`src/rtl/agnus_blitter_adrseq_if.sv`:
```
// rtl/agnus_blitter_adrseq_if.sv - register bus, sequencer controls and address outputs of the blitter address generator
interface agnus_blitter_adrseq_if #(
    parameter int ADDR_W = 21
);
    // Register bus: a write happens whenever reg_address_in matches a register.
    logic [8:1]      reg_address_in;
    logic [15:0]     data_in;

    // DMA slot controls
    logic            step;
    logic [1:0]      chsel;
    logic            desc;
    logic            adv;

    // Address and sequencer status
    logic [ADDR_W:1] address_out;
    logic            sign_out;
    logic            busy;
    logic            first_word;
    logic            last_word;
    logic            done;

    modport master (
        output reg_address_in, data_in, step, chsel, desc, adv,
        input  address_out, sign_out, busy, first_word, last_word, done
    );

    modport slave (
        input  reg_address_in, data_in, step, chsel, desc, adv,
        output address_out, sign_out, busy, first_word, last_word, done
    );
endinterface

```
`src/rtl/agnus_blitter_adrseq.sv`:
```
// rtl/agnus_blitter_adrseq.sv - four-channel blitter pointer/modulo generator with built-in word/row sequencer
module agnus_blitter_adrseq #(
    parameter int ADDR_W = 21,
    parameter int HW     = 11,
    parameter int VW     = 15
) (
    input  logic                   clk,
    input  logic                   reset,
    input  logic                   clk7_en,
    agnus_blitter_adrseq_if.slave  bus
);

    // Register addresses in reg_address_in[8:1] units (byte address >> 1).
    localparam logic [8:1] ADR_PTH_C = 8'h24;   // 048, channels follow every 4 bytes
    localparam logic [8:1] ADR_PTL_C = 8'h25;   // 04A
    localparam logic [8:1] ADR_MOD_C = 8'h30;   // 060, channels follow every 2 bytes
    localparam logic [8:1] ADR_SIZE  = 8'h2C;   // 058
    localparam logic [8:1] ADR_SIZV  = 8'h2E;   // 05C
    localparam logic [8:1] ADR_SIZH  = 8'h2F;   // 05E

    localparam logic [ADDR_W:1] PTR_ONE = {{(ADDR_W-1){1'b0}}, 1'b1};
    localparam logic [HW:0]     W_ONE   = {{HW{1'b0}}, 1'b1};
    localparam logic [VW:0]     V_ONE   = {{VW{1'b0}}, 1'b1};

    typedef enum logic {
        S_IDLE = 1'b0,
        S_RUN  = 1'b1
    } state_t;

    state_t            state_q, state_d;
    logic              done_q, done_d;

    // Channel storage is indexed directly by chsel: 0=C 1=B 2=A 3=D.
    logic [ADDR_W:1]   ptr_q [4];
    logic [ADDR_W:1]   ptr_d [4];
    logic [15:1]       mod_q [4];
    logic [15:1]       mod_d [4];

    // Latched size registers in raw form (0 = maximum count).
    logic [HW-1:0]     h_q, h_d;
    logic [VW-1:0]     v_q, v_d;
    logic [HW:0]       wcnt_q, wcnt_d;
    logic [VW:0]       hcnt_q, hcnt_d;

    logic [3:0]        wr_pth, wr_ptl, wr_mod;
    logic              wr_size, wr_sizv, wr_sizh;
    logic              start_c, adv_c, final_c;
    logic              last_word_c;
    logic [HW:0]       h_eff;
    logic [ADDR_W:1]   a_next;

    // Expand a raw size field to a count, where 0 means 2**width.
    function automatic logic [HW:0] w_eff(input logic [HW-1:0] raw);
        return (raw == '0) ? {1'b1, {HW{1'b0}}} : {1'b0, raw};
    endfunction

    function automatic logic [VW:0] v_eff(input logic [VW-1:0] raw);
        return (raw == '0) ? {1'b1, {VW{1'b0}}} : {1'b0, raw};
    endfunction

    // One-word pointer step, with the sign-extended modulo folded in on the last word of a row.
    function automatic logic [ADDR_W:1] step_value(
        input logic [ADDR_W:1] p,
        input logic [15:1]     m,
        input logic            dn,
        input logic            apply_mod
    );
        logic [ADDR_W:1] modx;
        logic [ADDR_W:1] r;
        modx = {{(ADDR_W-15){m[15]}}, m};
        r    = dn ? (p - PTR_ONE) : (p + PTR_ONE);
        if (apply_mod) begin
            r = dn ? (r - modx) : (r + modx);
        end
        return r;
    endfunction

    // Register address decode.
    always_comb begin
        for (int ch = 0; ch < 4; ch++) begin
            wr_pth[ch] = (bus.reg_address_in == ADR_PTH_C + {5'd0, 2'(ch), 1'b0});
            wr_ptl[ch] = (bus.reg_address_in == ADR_PTL_C + {5'd0, 2'(ch), 1'b0});
            wr_mod[ch] = (bus.reg_address_in == ADR_MOD_C + {6'd0, 2'(ch)});
        end
        wr_size = (bus.reg_address_in == ADR_SIZE);
        wr_sizv = (bus.reg_address_in == ADR_SIZV);
        wr_sizh = (bus.reg_address_in == ADR_SIZH);
    end

    // Pointer/modulo next state: register writes first, then a step on the same channel overrides them.
    always_comb begin
        for (int ch = 0; ch < 4; ch++) begin
            ptr_d[ch] = ptr_q[ch];
            if (wr_pth[ch]) begin
                ptr_d[ch][ADDR_W:16] = bus.data_in[ADDR_W-16:0];
            end
            if (wr_ptl[ch]) begin
                ptr_d[ch][15:1] = bus.data_in[15:1];
            end
            if (bus.step && (bus.chsel == 2'(ch))) begin
                ptr_d[ch] = step_value(ptr_q[ch], mod_q[ch], bus.desc, last_word_c);
            end
            mod_d[ch] = wr_mod[ch] ? bus.data_in[15:1] : mod_q[ch];
        end
    end

    // Size latches and word/row counters; sizes are frozen while a blit runs.
    always_comb begin
        h_d     = h_q;
        v_d     = v_q;
        wcnt_d  = wcnt_q;
        hcnt_d  = hcnt_q;
        start_c = 1'b0;
        if (state_q == S_IDLE) begin
            if (wr_size) begin
                h_d = (bus.data_in[5:0] == 6'd0)  ? HW'(7'd64)    : HW'(bus.data_in[5:0]);
                v_d = (bus.data_in[15:6] == 10'd0) ? VW'(11'd1024) : VW'(bus.data_in[15:6]);
            end
            if (wr_sizv) begin
                v_d = bus.data_in[VW-1:0];
            end
            if (wr_sizh) begin
                h_d = bus.data_in[HW-1:0];
            end
            start_c = wr_size || wr_sizh;
            if (start_c) begin
                wcnt_d = w_eff(h_d);
                hcnt_d = v_eff(v_d);
            end
        end else if (adv_c) begin
            if (wcnt_q == W_ONE) begin
                wcnt_d = h_eff;
                if (hcnt_q != V_ONE) begin
                    hcnt_d = hcnt_q - V_ONE;
                end
            end else begin
                wcnt_d = wcnt_q - W_ONE;
            end
        end
    end

    assign h_eff   = w_eff(h_q);
    assign adv_c   = (state_q == S_RUN) && bus.adv;
    assign final_c = adv_c && (wcnt_q == W_ONE) && (hcnt_q == V_ONE);

    // Datapath registers, enabled by clk7_en.
    always_ff @(posedge clk) begin
        if (clk7_en) begin
            if (reset) begin
                for (int ch = 0; ch < 4; ch++) begin
                    ptr_q[ch] <= '0;
                    mod_q[ch] <= '0;
                end
                h_q    <= '0;
                v_q    <= '0;
                wcnt_q <= '0;
                hcnt_q <= '0;
            end else begin
                for (int ch = 0; ch < 4; ch++) begin
                    ptr_q[ch] <= ptr_d[ch];
                    mod_q[ch] <= mod_d[ch];
                end
                h_q    <= h_d;
                v_q    <= v_d;
                wcnt_q <= wcnt_d;
                hcnt_q <= hcnt_d;
            end
        end
    end

    // Sequencer state register and the registered done pulse.
    always_ff @(posedge clk) begin
        if (clk7_en) begin
            if (reset) begin
                state_q <= S_IDLE;
                done_q  <= 1'b0;
            end else begin
                state_q <= state_d;
                done_q  <= done_d;
            end
        end
    end

    // Sequencer next state: a size write starts a blit, the final advance of the last row ends it.
    always_comb begin
        state_d = state_q;
        done_d  = 1'b0;
        case (state_q)
            S_IDLE: begin
                if (start_c) begin
                    state_d = S_RUN;
                end
            end
            S_RUN: begin
                if (final_c) begin
                    state_d = S_IDLE;
                    done_d  = 1'b1;
                end
            end
        endcase
    end

    // Outputs: sequencer status, selected pointer and channel A's line-mode sign.
    always_comb begin
        last_word_c     = (state_q == S_RUN) && (wcnt_q == W_ONE);
        a_next          = step_value(ptr_q[2], mod_q[2], bus.desc, last_word_c);
        bus.busy        = (state_q == S_RUN);
        bus.first_word  = (state_q == S_RUN) && (wcnt_q == h_eff);
        bus.last_word   = last_word_c;
        bus.done        = done_q;
        bus.address_out = ptr_q[bus.chsel];
        bus.sign_out    = a_next[15];
    end

endmodule

```
`src/flat_wrapper.sv`:
```
// flat-port wrapper written by rule: the top's interface ports become plain ports
module agnus_blitter_adrseq_flat 
#(
    parameter int ADDR_W = 21,
    parameter int HW     = 11,
    parameter int VW     = 15
)
  (clk, reset, clk7_en, bus_reg_address_in, bus_data_in, bus_step, bus_chsel, bus_desc, bus_adv, bus_address_out, bus_sign_out, bus_busy, bus_first_word, bus_last_word, bus_done);
  agnus_blitter_adrseq_if #(.ADDR_W(ADDR_W)) bus_i ();
  input  logic clk;
  input  logic reset;
  input  logic clk7_en;
  input wire logic [$bits(bus_i.reg_address_in)-1:0] bus_reg_address_in;
  input wire logic [$bits(bus_i.data_in)-1:0] bus_data_in;
  input wire logic [$bits(bus_i.step)-1:0] bus_step;
  input wire logic [$bits(bus_i.chsel)-1:0] bus_chsel;
  input wire logic [$bits(bus_i.desc)-1:0] bus_desc;
  input wire logic [$bits(bus_i.adv)-1:0] bus_adv;
  output wire logic [$bits(bus_i.address_out)-1:0] bus_address_out;
  output wire logic [$bits(bus_i.sign_out)-1:0] bus_sign_out;
  output wire logic [$bits(bus_i.busy)-1:0] bus_busy;
  output wire logic [$bits(bus_i.first_word)-1:0] bus_first_word;
  output wire logic [$bits(bus_i.last_word)-1:0] bus_last_word;
  output wire logic [$bits(bus_i.done)-1:0] bus_done;
  assign bus_i.reg_address_in = bus_reg_address_in;
  assign bus_i.data_in = bus_data_in;
  assign bus_i.step = bus_step;
  assign bus_i.chsel = bus_chsel;
  assign bus_i.desc = bus_desc;
  assign bus_i.adv = bus_adv;
  assign bus_address_out = bus_i.address_out;
  assign bus_sign_out = bus_i.sign_out;
  assign bus_busy = bus_i.busy;
  assign bus_first_word = bus_i.first_word;
  assign bus_last_word = bus_i.last_word;
  assign bus_done = bus_i.done;
  agnus_blitter_adrseq #(.ADDR_W(ADDR_W), .HW(HW), .VW(VW)) u_core (.clk(clk), .reset(reset), .clk7_en(clk7_en), .bus(bus_i));
endmodule
```
`config.mk`:
```
export PLATFORM = sky130hd
export DESIGN_NAME = agnus_blitter_adrseq_flat
export DESIGN_NICKNAME = d
export VERILOG_FILES = /design/src/rtl/agnus_blitter_adrseq_if.sv /design/src/rtl/agnus_blitter_adrseq.sv /design/src/flat_wrapper.sv
export SDC_FILE = /design/constraint.sdc
export NUM_CORES = 1
export LEC_CHECK = 0
export ABC_CLOCK_PERIOD_IN_PS = 5900
export BUFFER_PORTS_ARGS = -buffer_cell sky130_fd_sc_hd__buf_2
export CAP_MARGIN = 20
export CORE_MARGIN = 2
export CORE_UTILIZATION = 46
export CTS_CLUSTER_SIZE = 28
export DETAILED_ROUTE_END_ITERATION = 10
export PLACE_DENSITY = 0.65
export SLEW_MARGIN = 25
export SYNTH_ARGS = -nofsm -noshare
export SYNTH_HDL_FRONTEND = slang
export SYNTH_SLANG_ARGS = --single-unit
```
`constraint.sdc`:
```
create_clock -name clk -period 5.9 [get_ports clk]
set_input_delay 0 -clock clk [delete_from_list [all_inputs] [get_ports clk]]
set_output_delay 0 -clock clk [all_outputs]
set_load 0.02 [all_outputs]
```
== Yosys cells after proc, flatten, opt, wreduce, memory -nomap -nowiden ==
Memory sizes are Yosys's and may differ from the RTL's.
Cells that the tools add are included.

* Add/sub/neg operators: 18
* Multiplexer cells: 69
* Reduce and logical (&&, ||, !) cells: 21
* Equality and inequality tests: 26
* Bitwise operators: 9

{| class="wikitable"
|+ Operators by type and width
! cell !! number
|-
| $mux 21 || 20
|-
| $mux 15 || 16
|-
| $eq 8x6->1 const B || 15
|-
| $mux 16 || 6
|-
| $add 21x1->21 const B || 4
|-
| $add 21x21->21 || 4
|-
| $sub 21x1->21 const B || 4
|-
| $sub 21x21->21 || 4
|-
| $mux 12 || 6
|-
| $mux 11 || 5
|-
| $mux 6 || 4
|-
| $logic_not 11->1 || 2
|-
| $eq 16x1->1 const B || 1
|-
| $ne 16x1->1 const B || 1
|-
| $sub 16x1->16 const B || 1
|-
| $logic_not 15->1 || 1
|-
| $eq 12x1->1 const B || 1
|-
| $eq 12x12->1 || 1
|-
| $sub 12x1->12 const B || 1
|-
| $logic_not 10->1 || 1
|-
| $mux 1 || 10
|-
| $logic_and 1x1->1 || 9
|-
| $ne 3x3->1 const B || 3
|-
| $or 1x1->1 || 8
|-
| 14 further kinds || 15
|}

* RAM bits: 144
* Output and inout bits: 26
* Bits of input ports: 32
* Bits in registers: 56
* Memories: 2

{| class="wikitable"
|+ Memories
! name !! words !! bits a word !! read ports !! clocked after memory_dff !! write ports !! line !! source
|-
| u_core.ptr_q || 4 || 21 || 5 || 0 || 4 || agnus_blitter_adrseq.sv:34 || <nowiki>logic [ADDR_W:1] ptr_q [4];</nowiki>
|-
| u_core.mod_q || 4 || 15 || 4 || 0 || 4 || agnus_blitter_adrseq.sv:36 || <nowiki>logic [15:1] mod_q [4];</nowiki>
|}

== Depth between registers and ports, before layout ==
Gate-level depths: netlist of the first run.

* Word-level depth: 9
* Gate-level depth with buffers: 19
* Depth with buffers taken out: 19

== Worst setup path before layout of the first run ==
Ideal clock, no wire load.

* Path kind: reg-to-reg
* From: mem u_core.ptr_q[2][0] (netlist name)
* To: mem u_core.ptr_q[2][20] (netlist name) (data pin)
* Data arrival time: 4.046 ns
* Period minus slack after synthesis: 4.312 ns
* Cell stages (with the launch flop): 20
* Library setup time: 0.266 ns
* Path slack: 1.588 ns
* Cells stage by stage: edfxtp_1 -> fa_1 -> a211oi_1 -> nor2_1 -> o31a_1 -> a21bo_2 -> a21o_1 -> a21oi_1 -> xnor2_1 -> ha_1 -> clkbuf_1 -> a41o_1 -> a21o_1 -> or3_1 -> o21ai_0 -> o2111ai_1 -> xnor2_1 -> nor2_1 -> xnor2_1 -> o22ai_1

{| class="wikitable"
|+ RTL lines
! element !! line
|-
| start, declared || agnus_blitter_adrseq.sv:34
|}

==> summary.txt, run 1 <==
Routing
  • Iter 0 DRT Violations: 1795
  • DRT Pass-1 Iters: 5
  • DRC viols: 0
  • Drt via density: 6.26
  • Wire per inst: 22.2 um
  • Antenna viol nets, final: 0
  • Routed WL: 61.6 mm
  • Vias: 17400

Yosys
  • Register area share after synthesis: 31.0%
  • Yosys top cell area share: 31.0%
  • Synth Instances: 2216
  • Avg Inst Size Synth: 8.76 um^2
  • Post-Syn Nets: 2420
  • Synth Flop Type: edfxtp_1
  • Asr flop ratio synth: 0%
  • Proportion of synthesized area in mux cells: 3.86%
  • Flops & latches, synth: 200
  • Post-synth EDFFs: 200
  • Post-synthesis adder-cell area fraction: 11.4%
  • Simple-gate share of the synthesized area: 18.6%
  • Synth Area in XOR/XNOR: 9.07%
  • Post-Syn Area: 19400 um^2
  • Yosys top cell by area: edfxtp_1
  • Compound-cell area share of the yosys netlist: 22.9%
  • Unique masters post-synth: 95
  • Largest family of logic cells by synthesized area: compound AO/OA/AOI/OAI gates
  • Synth top area cells: edfxtp_1 31%, ha_1 11%, xnor2_1 6.9%
  • Synth warn: 0

Layout
  • Layout cells sized above 1: 8.64%
  • Most common cell after layout, fill and taps aside: nor2_1
  • Commonest non-fill, non-tap cells in the layout: 235 x nor2_1, 225 x a21oi_1, 200 x edfxtp_1
  • Post-Route Utilization: 49.9%
  • Number of nets in the layout: 2424
  • Area delta synth->final: 7.37%

Setup path
  • Reg2reg end: u_core.ptr_q[0][20]
  • Critical path peak fanout: 6
  • R2R Path Start: u_core.ptr_q[0][0]
  • Crit path launch: u_core.ptr_q[0][0]
  • CP Data Arrival Time: 5.17 ns
  • CP endpoint: u_core.ptr_q[0][20]
  • Data required, critical path: 6.09 ns
  • Critical Setup Path Class: reg2reg
  • Crit start category: flip-flop
  • Crit. End Element: flip-flop
  • R2R depth: 18
  • Setup slack, reg-to-reg: 0.92 ns

STA
  • Fin Clk Skew: 0.0194 ns
  • Final Cycle Share: 84.5%
  • Final setup viols: 0
  • Hold slack: 0.0825 ns
  • Setup TNS Final: 0 ns
  • Final Hold Fails: 0
  • Max-slew violations: 0
  • Worst slew pin tran: 1.01 ns
  • Min Clock Period, post-route: 4.98 ns
  • RSZ-0062 raised after global routing: no
  • Slew HR: 32.4%
  • F_max: 201 MHz

Pwr
  • Peak supply drop: 166 uV
  • Power per cell area: 250 nW/um^2
  • Leak: 0.00797 uW

Die
  • Initial Utilization: 46.5%
  • Core Area: 41800 um^2
  • Die X: 209 um
  • Die area: 43800 um^2
  • Die H: 209 um
  • Row count: 75
  • Io pins: 58

Global route
  • First-pass GRT wire length: 94.5 mm
  • GRT Util Overall: 28.0%
  • Via count of the first global-routing pass: 16300
  • Grt total ovfl: 0
  • Largest net degree at the start of global routing: 70
  • Initial antenna violation count: 1

Min path
  • Worst Hold Class: in2reg

CTS
  • Clk sinks: 200
  • Root Driver: clkbuf_16
  • Clk slew on worst S/H paths: 0.09 ns
  • CTS tree: yes
  • Clock Latency Late Sink: 0.47 ns
  • H-Tree Depth: 4
  • Cts repair resizes: 0
  • TritonCTS buffer count: 17
  • CTS Buffer Depth: 2

Outcome
  • Status: completed

Place
  • Port Buffers: 57
  • Dpl hpwl: 45.1 mm
  • Final Wtd Congestion: 0.988

Run
  • MaxCap Viol Count: 0
-- how the worst min path moves through the flow --
stage	start	to	slack (ns)	cells after the start
2_1_floorplan	clk7_en	u_core.bus.busy	0.11	0
5_1_grt	bus_data_in[0]	u_core.h_q[0]	0.07	3
3_5_place_dp	clk7_en	u_core.bus.done	0.40	1
4_1_cts	bus_data_in[0]	u_core.h_q[0]	0.04	3
3_3_place_gp	clk7_en	u_core.bus.done	0.40	1
6_report	bus_data_in[0]	u_core.h_q[0]	0.08	3
-- metrics by stage --
stage / area [um^2] / total power, uW / cells / setup WS, ns
final: 20800 / 5210 / 2774 / 0.917
after global placement: 20200 / 3890 / 2738 / 1.12
after global routing: 20800 / 5510 / 2772 / 0.559
after floorplan: 19400 / 3420 / 2216 / 1.59
after CTS: 20800 / 5190 / 2772 / 0.963
after detailed placement: 20200 / 3920 / 2738 / 0.984
-- flip-flops by register name (all words and copies together) (netlist names) --
| register | count |
|---|---|
| u_core.bus.busy | 1 |
| u_core.bus.done | 1 |
| u_core.h_q | 11 |
| u_core.hcnt_q | 16 |
| u_core.mod_q | 60 |
| u_core.ptr_q | 84 |
| u_core.v_q | 15 |
| u_core.wcnt_q | 12 |
-- metal layers --
metal  track usage [%]  share of wire, %
met4              11.0               3.3
met5                 0                 0
met1              38.2                44
met3              4.25               7.3
met2              44.8                46
-- cell type report --
cell class,count,area [um^2]
Clock buffer,18,429
Antenna cell,2,5.00
Tap cell,539,674
Sequential cell,200,6010
Fill cell,3874,20900
Timing Repair Buffer,86,514
Clock inverter,14,181
Inverter,56,210
Multi-Input combinational cell,1859,12800
-- logic make-up (layout without fill, tap and decap cells) --
kind of cell,Yosys count,after routing
AO/OA/AOI/OAI,698,698
AND/OR/NAND/NOR,740,740
XOR/XNOR,201,201
adder cells (fa/ha/maj),172,172
flip-flops,200,200
buffers and inverters,157,174
multiplexers,48,48
other,0,2
-- where the power goes --
| group | total [uW] | internal [uW] | switching (uW) |
|---|---|---|---|
| clock | 1270 | 647 | 625 |
| combinational | 2190 | 900 | 1290 |
| sequential | 1760 | 1660 | 93.0 |
-- cell usage after synthesis (6+ instances only) --
cell type / count
a211o_1: 6
a211oi_1: 41
a21o_1: 53
a21oi_1: 225
a22oi_1: 10
a311oi_1: 20
a31oi_1: 21
and2_1: 35
and3_1: 21
buf_1: 8
buf_2: 12
clkbuf_1: 77
edfxtp_1: 200
fa_1: 8
ha_1: 164
inv_1: 56
mux2i_1: 22
mux4_2: 21
nand2_1: 168
nand2b_1: 40
nand3_1: 49
nand4_1: 13
nor2_1: 236
nor2b_1: 30
nor3_1: 66
nor4_1: 20
o211ai_1: 13
o21a_1: 33
o21ai_0: 143
o21ai_1: 19
o21bai_1: 16
o22ai_1: 10
o31a_1: 11
o31ai_1: 13
or2_2: 7
or3_1: 13
xnor2_1: 152
xor2_1: 49
-- what timing repair did --
item                                   CTS  global route
setup buffers                            0             0
endpoints found under the hold margin    3             0
hold buffers                             2             0
-- critical path: stages (launching register included) --
cell,delay (ns)
edfxtp_1,0.50
fa_1,0.47
a21o_1,0.21
a211oi_2,0.35
o21ai_0,0.15
a21oi_1,0.24
o21bai_1,0.11
a21oi_1,0.19
xnor2_1,0.19
ha_1,0.35
a21oi_1,0.23
o21ai_0,0.13
or3_1,0.34
nor3_1,0.31
o31ai_1,0.16
a211oi_1,0.29
mux2i_1,0.26
xnor2_1,0.14
o22ai_1,0.09
No activity file was read; power rests on OpenSTA's default activity.
==> run 2: changes to the inputs <==
--- a/config.mk
+++ b/config.mk
@@ -5,14 +5,14 @@
 export SDC_FILE = /design/constraint.sdc
 export NUM_CORES = 1
 export LEC_CHECK = 0
-export ABC_CLOCK_PERIOD_IN_PS = 5900
+export ABC_CLOCK_PERIOD_IN_PS = 4160
 export BUFFER_PORTS_ARGS = -buffer_cell sky130_fd_sc_hd__buf_2
 export CAP_MARGIN = 20
 export CORE_MARGIN = 2
 export CORE_UTILIZATION = 46
 export CTS_CLUSTER_SIZE = 28
 export DETAILED_ROUTE_END_ITERATION = 10
-export PLACE_DENSITY = 0.65
+export PLACE_DENSITY = 0.67
 export SLEW_MARGIN = 25
 export SYNTH_ARGS = -nofsm -noshare
 export SYNTH_HDL_FRONTEND = slang
==> constraint.sdc (replaced) <==
create_clock -name clk -period 4.16 [get_ports clk]
set_input_delay 0 -clock clk [delete_from_list [all_inputs] [get_ports clk]]
set_output_delay 0 -clock clk [all_outputs]
set_load 0.02 [all_outputs]
==> summary.txt, run 2 (synthesized netlist as in run 1, its figures left out) <==
Setup path
  • Max incr delay on CP: 0.45 ns
  • Crit path launch: u_core.ptr_q[2][1]
  • CP Data Arrival Time: 4.52 ns
  • Reg2reg end: u_core.ptr_q[2][20]
  • Buffers & Inverters on Critical Path: 1
  • Crit. End Element: flip-flop
  • Data required, critical path: 4.38 ns
  • Critical path cell sequence: buf_6, fa_2, a211oi_2, nor2_1, o31a_1, a21bo_2, a21o_1, a21oi_2, xnor2_2, ha_1, a41o_1, a21o_1, or3_4, o21ai_2, o2111ai_1, xnor2_1, nor2_2, xnor2_1, o22ai_1
  • Critical path peak fanout: 4
  • Critical Setup Path Class: reg2reg
  • CP delay by family, top: compound AO/OA/AOI/OAI gates
  • Crit start category: flip-flop
  • Slowest cell on the critical path: edfxtp_1
  • R2R depth: 19
  • R2R Path Start: u_core.ptr_q[2][1]
  • Setup slack, reg-to-reg: -0.15 ns

Routing
  • DRT Pass-1 Iters: 6
  • Drt via density: 6.15
  • Wire per inst: 22.0 um
  • Antenna viol nets, final: 0
  • Vias: 18400
  • Iter 0 DRT Violations: 1909
  • DRC viols: 0
  • Routed WL: 66.0 mm

Min path
  • Hold-critical path depth: 2
  • HP Start: reset
  • Worst Hold Class: in2reg
  • Hold Path Sink: u_core.wcnt_q[3]

STA
  • RSZ-0062 raised after global routing: yes
  • Final Hold Fails: 0
  • Final Cycle Share: 104%
  • Fin Clk Skew: 0.0107 ns
  • Max-slew violations: 0
  • Slew HR: 24.9%
  • F_max: 232 MHz
  • Final setup viols: 10
  • Min Clock Period, post-route: 4.31 ns
  • Final worst slack: -0.146 ns
  • Worst slew pin tran: 1.12 ns

Layout
  • Fill cells: 3746
  • Max reg flops: 84
  • Most flops, register: u_core.ptr_q
  • Number of nets in the layout: 2644
  • Largest regs: u_core.ptr_q x84, u_core.mod_q x60, u_core.hcnt_q x16
  • Commonest non-fill, non-tap cells in the layout: 238 x buf_4, 229 x nor2_1, 201 x a21oi_1
  • Area delta synth->final: 20.7%
  • Layout cells sized above 1: 22.0%
  • Post-Route Utilization: 56.1%
  • Most common cell after layout, fill and taps aside: buf_4

Die
  • Die area: 43800 um^2
  • Row count: 75
  • Initial Utilization: 46.5%
  • Io pins: 58
  • Die H: 209 um
  • Core Area: 41800 um^2
  • Die X: 209 um

Global route
  • Initial antenna violation count: 8
  • Grt total ovfl: 0
  • Via count of the first global-routing pass: 17700
  • First-pass GRT wire length: 98.9 mm
  • Largest net degree at the start of global routing: 70
  • GRT Util Overall: 29.4%

CTS
  • CTS Buffer Depth: 2
  • Clk sinks: 200
  • TritonCTS buffer count: 17
  • H-Tree Depth: 4
  • Clk slew on worst S/H paths: 0.09 ns
  • Root Driver: clkbuf_16
  • CTS tree: yes
  • Clock Latency Late Sink: 0.48 ns

Pwr
  • Total power: 8260 uW
  • Power per cell area: 353 nW/um^2
  • Peak supply drop: 304 uV
  • Leak: 0.00925 uW

Outcome
  • Failing checks: negative setup slack
  • Status: complete, but fails checks

Place
  • Dpl hpwl: 48.6 mm
  • Final Wtd Congestion: 0.980
  • Port Buffers: 57

Run
  • MaxCap Viol Count: 0
==> run 2: changes by cell type in the layout (fill, tap and decap cells not counted), sizes merged <==
cell	delta
buf	+220
clkinv	+4
bufinv	-2
clkbuf	-1
clkinvlp	-1
==> run 2: per-stage QoR <==
| stage | setup slack (ns) | TNS, ns | std cells | instance area (um^2) | hold slack (ns) |
|---|---|---|---|---|---|
| after floorplan | -0.0205 | -0.0351 | 2216 | 19400 | 0.112 |
| after global placement | -0.0475 | -0.134 | 2914 | 21600 | 0.398 |
| after detailed placement | -0.142 | -0.467 | 2914 | 21600 | 0.399 |
| after CTS | -0.0793 | -0.248 | 2959 | 22500 | 0.0410 |
| after global routing | -0.335 | -3.59 | 2992 | 23400 | 0.0650 |
| final | -0.146 | -0.646 | 2994 | 23400 | 0.0592 |
==> run 2: worst register-to-register path: stages (launching register included) <==
cell       delay (ns)
edfxtp_1         0.45
buf_6            0.15
fa_2             0.34
a211oi_2         0.20
nor2_1           0.07
o31a_1           0.29
a21bo_2          0.25
a21o_1           0.16
a21oi_2          0.16
xnor2_2          0.14
ha_1             0.27
a41o_1           0.18
a21o_1           0.17
or3_4            0.38
o21ai_2          0.14
o2111ai_1        0.15
xnor2_1          0.16
nor2_2           0.15
xnor2_1          0.13
o22ai_1          0.09
==> run 2: cell type report <==
cell class / count / area, um^2 / share of cell area [%]
diodes: 2 / 5.00 / 0.0214
inverters: 56 / 210 / 0.897
flip-flops and latches: 200 / 6010 / 25.6
multi-input cells: 1859 / 13700 / 58.5
clock buffers: 17 / 425 / 1.82
clock inverters: 15 / 179 / 0.764
repair buffers: 306 / 2230 / 9.53
well taps: 539 / 674 / 2.88
==> run 2: how the worst max path moves through the flow <==
stage / endpoint / slack (ns) / depth (start not counted)
after floorplan: u_core.ptr_q[2][20] / -0.02 / 19
after global placement: u_core.ptr_q[2][20] / -0.05 / 18
after detailed placement: u_core.ptr_q[0][20] / -0.14 / 18
after CTS: u_core.ptr_q[0][20] / -0.08 / 18
after global routing: u_core.ptr_q[2][20] / -0.33 / 19
final: u_core.ptr_q[2][20] / -0.15 / 19
==> run 2: where the power goes <==
part | total [uW] | switching (uW) | internal, uW
clock | 1760 | 937 | 818
sequential | 2480 | 126 | 2360
combinational | 4020 | 2180 | 1840
==> run 2: metal layers <==
layer  GRT usage [%]  vias up  part of all wire [%]
met5               0        -                 0.052
met4            13.8        6                   4.7
met3            5.09      170                   7.6
met2            48.0      683                    46
met1            38.2     8831                    42
li1                -     8724                     -
==> run 2: repair_timing <==
item	CTS	global route
setup endpoints to repair	16	33
pin swaps	41	140
buffers inserted	11	39
gates resized for setup	38	133
hold buffers	2	0
endpoints found under the hold margin	3	0
==> run 3: changes to the inputs <==
--- a/config.mk
+++ b/config.mk
@@ -8,11 +8,13 @@
 export ABC_CLOCK_PERIOD_IN_PS = 4160
 export BUFFER_PORTS_ARGS = -buffer_cell sky130_fd_sc_hd__buf_2
 export CAP_MARGIN = 20
+export CELL_PAD_IN_SITES_DETAIL_PLACEMENT = 0
+export CELL_PAD_IN_SITES_GLOBAL_PLACEMENT = 2
 export CORE_MARGIN = 2
-export CORE_UTILIZATION = 46
+export CORE_UTILIZATION = 37
 export CTS_CLUSTER_SIZE = 28
 export DETAILED_ROUTE_END_ITERATION = 10
-export PLACE_DENSITY = 0.67
+export PLACE_DENSITY = 0.82
 export SLEW_MARGIN = 25
 export SYNTH_ARGS = -nofsm -noshare
 export SYNTH_HDL_FRONTEND = slang
==> summary.txt, run 3 (synthesized netlist as in run 1, its figures left out) <==
Outcome
  • Status: complete, but fails checks
  • Failing checks: negative setup slack

Pwr
  • Leak: 0.00930 uW
  • Internal power: 5070 uW
  • Sequential share of power: 30.2%
  • Logic gate share of total power: 49.2%
  • Net Sw Power: 3140 uW
  • Power per cell area: 347 nW/um^2
  • Peak supply drop: 300 uV
  • Net Sw Frac: 38.2%
  • Clock network power share: 20.6%

Global route
  • GRT Util Overall: 25.5%
  • Largest net degree at the start of global routing: 44
  • Initial antenna violation count: 3
  • Via count of the first global-routing pass: 17700
  • Grt total ovfl: 0
  • First-pass GRT wire length: 105 mm

Die
  • Initial Utilization: 37.6%
  • Die X: 233 um
  • Core Area: 51600 um^2
  • Row count: 83
  • Io pins: 58
  • Die H: 233 um
  • Die area: 54300 um^2

CTS
  • Root Driver: clkbuf_16
  • Clock Latency Late Sink: 0.48 ns
  • CTS Buffer Depth: 2
  • TritonCTS buffer count: 17
  • CTS tree: yes
  • Clk sinks: 200
  • Clk slew on worst S/H paths: 0.08 ns
  • H-Tree Depth: 4

Setup path
  • R2R depth: 19
  • Critical path peak fanout: 3
  • Critical path cell sequence: buf_6, fa_2, a211oi_2, nor2_2, o31a_1, a21bo_2, a21o_1, a21oi_2, xnor2_1, ha_1, a41o_1, a21o_1, or3_4, o21ai_2, o2111ai_2, xnor2_2, nor2_1, xnor2_1, o22ai_1
  • Critical Setup Path Class: reg2reg
  • CP Data Arrival Time: 4.49 ns
  • Crit. End Element: flip-flop
  • Slowest cell on the critical path: edfxtp_1
  • Max incr delay on CP: 0.45 ns
  • Crit path launch: u_core.ptr_q[2][1]
  • Setup slack, reg-to-reg: -0.13 ns
  • Crit start category: flip-flop
  • Data required, critical path: 4.37 ns
  • Reg2reg end: u_core.ptr_q[2][20]
  • CP endpoint: u_core.ptr_q[2][20]
  • R2R Path Start: u_core.ptr_q[2][1]

Routing
  • DRT Pass-1 Iters: 5
  • Routed WL: 69.5 mm
  • Wire per inst: 22.0 um
  • Iter 0 DRT Violations: 1452
  • Drt via density: 5.78
  • Antenna viol nets, final: 0
  • DRC viols: 0
  • Vias: 18200

STA
  • Final Hold Fails: 0
  • Hold slack: 0.0688 ns
  • Max-slew violations: 0
  • Slew HR: 36.0%
  • RSZ-0062 raised after global routing: yes
  • Setup TNS Final: -0.431 ns
  • F_max: 233 MHz
  • Final worst slack: -0.127 ns
  • Min Clock Period, post-route: 4.29 ns
  • Worst slew pin tran: 0.950 ns
  • Fin Clk Skew: 0.0118 ns
  • Final Cycle Share: 103%
  • Final setup viols: 6

Layout
  • Largest regs: u_core.ptr_q x84, u_core.mod_q x60, u_core.hcnt_q x16
  • Most flops, register: u_core.ptr_q
  • Post-Route Utilization: 45.8%
  • Design area: 23600 um^2
  • Fill cells: 4996
  • Commonest non-fill, non-tap cells in the layout: 254 x buf_4, 230 x nor2_1, 200 x edfxtp_1
  • Number of nets in the layout: 2663
  • Max reg flops: 84
  • Most common cell after layout, fill and taps aside: buf_4
  • Layout cells sized above 1: 22.5%
  • Area delta synth->final: 21.8%

Min path
  • Worst Hold Class: in2reg
  • HP Start: bus_data_in[15]

Place
  • Dpl hpwl: 52.7 mm
  • Port Buffers: 57
  • Placed instance area: 22000 um^2
  • Dpl ws: -0.229 ns
  • Final Wtd Congestion: 0.961

Run
  • MaxCap Viol Count: 0
[run 3: how the worst min path moves through the flow]
stage / cells after the start / endpoint
after floorplan: 0 / u_core.bus.busy
after global placement: 1 / u_core.bus.done
after detailed placement: 3 / u_core.bus.done
after CTS: 3 / u_core.h_q[0]
after global routing: 2 / u_core.mod_q[0][59]
final: 2 / u_core.mod_q[0][59]
[run 3: critical path: cells and delay by family, from the launching register on]
family	cells	cell delay (ns)
compound gates	10	1.74
flops	1	0.45
xor+xnor	3	0.46
simple gates	3	0.58
fa+ha+maj	2	0.63
buf+inv	1	0.15
[run 3: per-layer routing]
layer  vias up  wire (um)  track usage (%)
met3        94       3510             3.30
li1       8766          -                -
met2       505      32700             41.9
met4         2       2320             9.20
met5         -         13                0
met1      8873      31000             34.2
[run 3: area by class of cell]
cell class              count  area (um^2)  area share (%)
diodes                      2         5.00          0.0212
clock buffers              18          429            1.82
clock inverters            14          141           0.598
inverters                  56          210           0.889
multi-input cells        1859        13600            57.5
flip-flops and latches    200         6010            25.4
well taps                 680          851            3.60
repair buffers            325         2400            10.2
[run 3: repair_timing]
action | in CTS | in global routing
gates cloned | 0 | 0
endpoints found under the setup margin | 16 | 33
buffers inserted | 7 | 36
hold endpoints to repair | 3 | 0
hold buffers | 2 | 0
pin swaps | 23 | 92
resized for setup | 38 | 127
[run 3: stage by stage]
| stage | power, uW | cells |
|---|---|---|
| final | 8210 | 3154 |
| after global routing | 8690 | 3152 |
| after CTS | 7840 | 3120 |
| after detailed placement | 6060 | 3079 |
| after global placement | 6030 | 3079 |
| after floorplan | 4870 | 2216 |
[run 3: power groups by stage]
stage | registers, uW | clock network (uW) | logic (uW)
after floorplan | 2470 | 0 | 2400
after global placement | 2520 | 0 | 3510
after detailed placement | 2520 | 0 | 3540
after CTS | 2480 | 1710 | 3660
after global routing | 2490 | 1780 | 4420
final | 2480 | 1690 | 4030
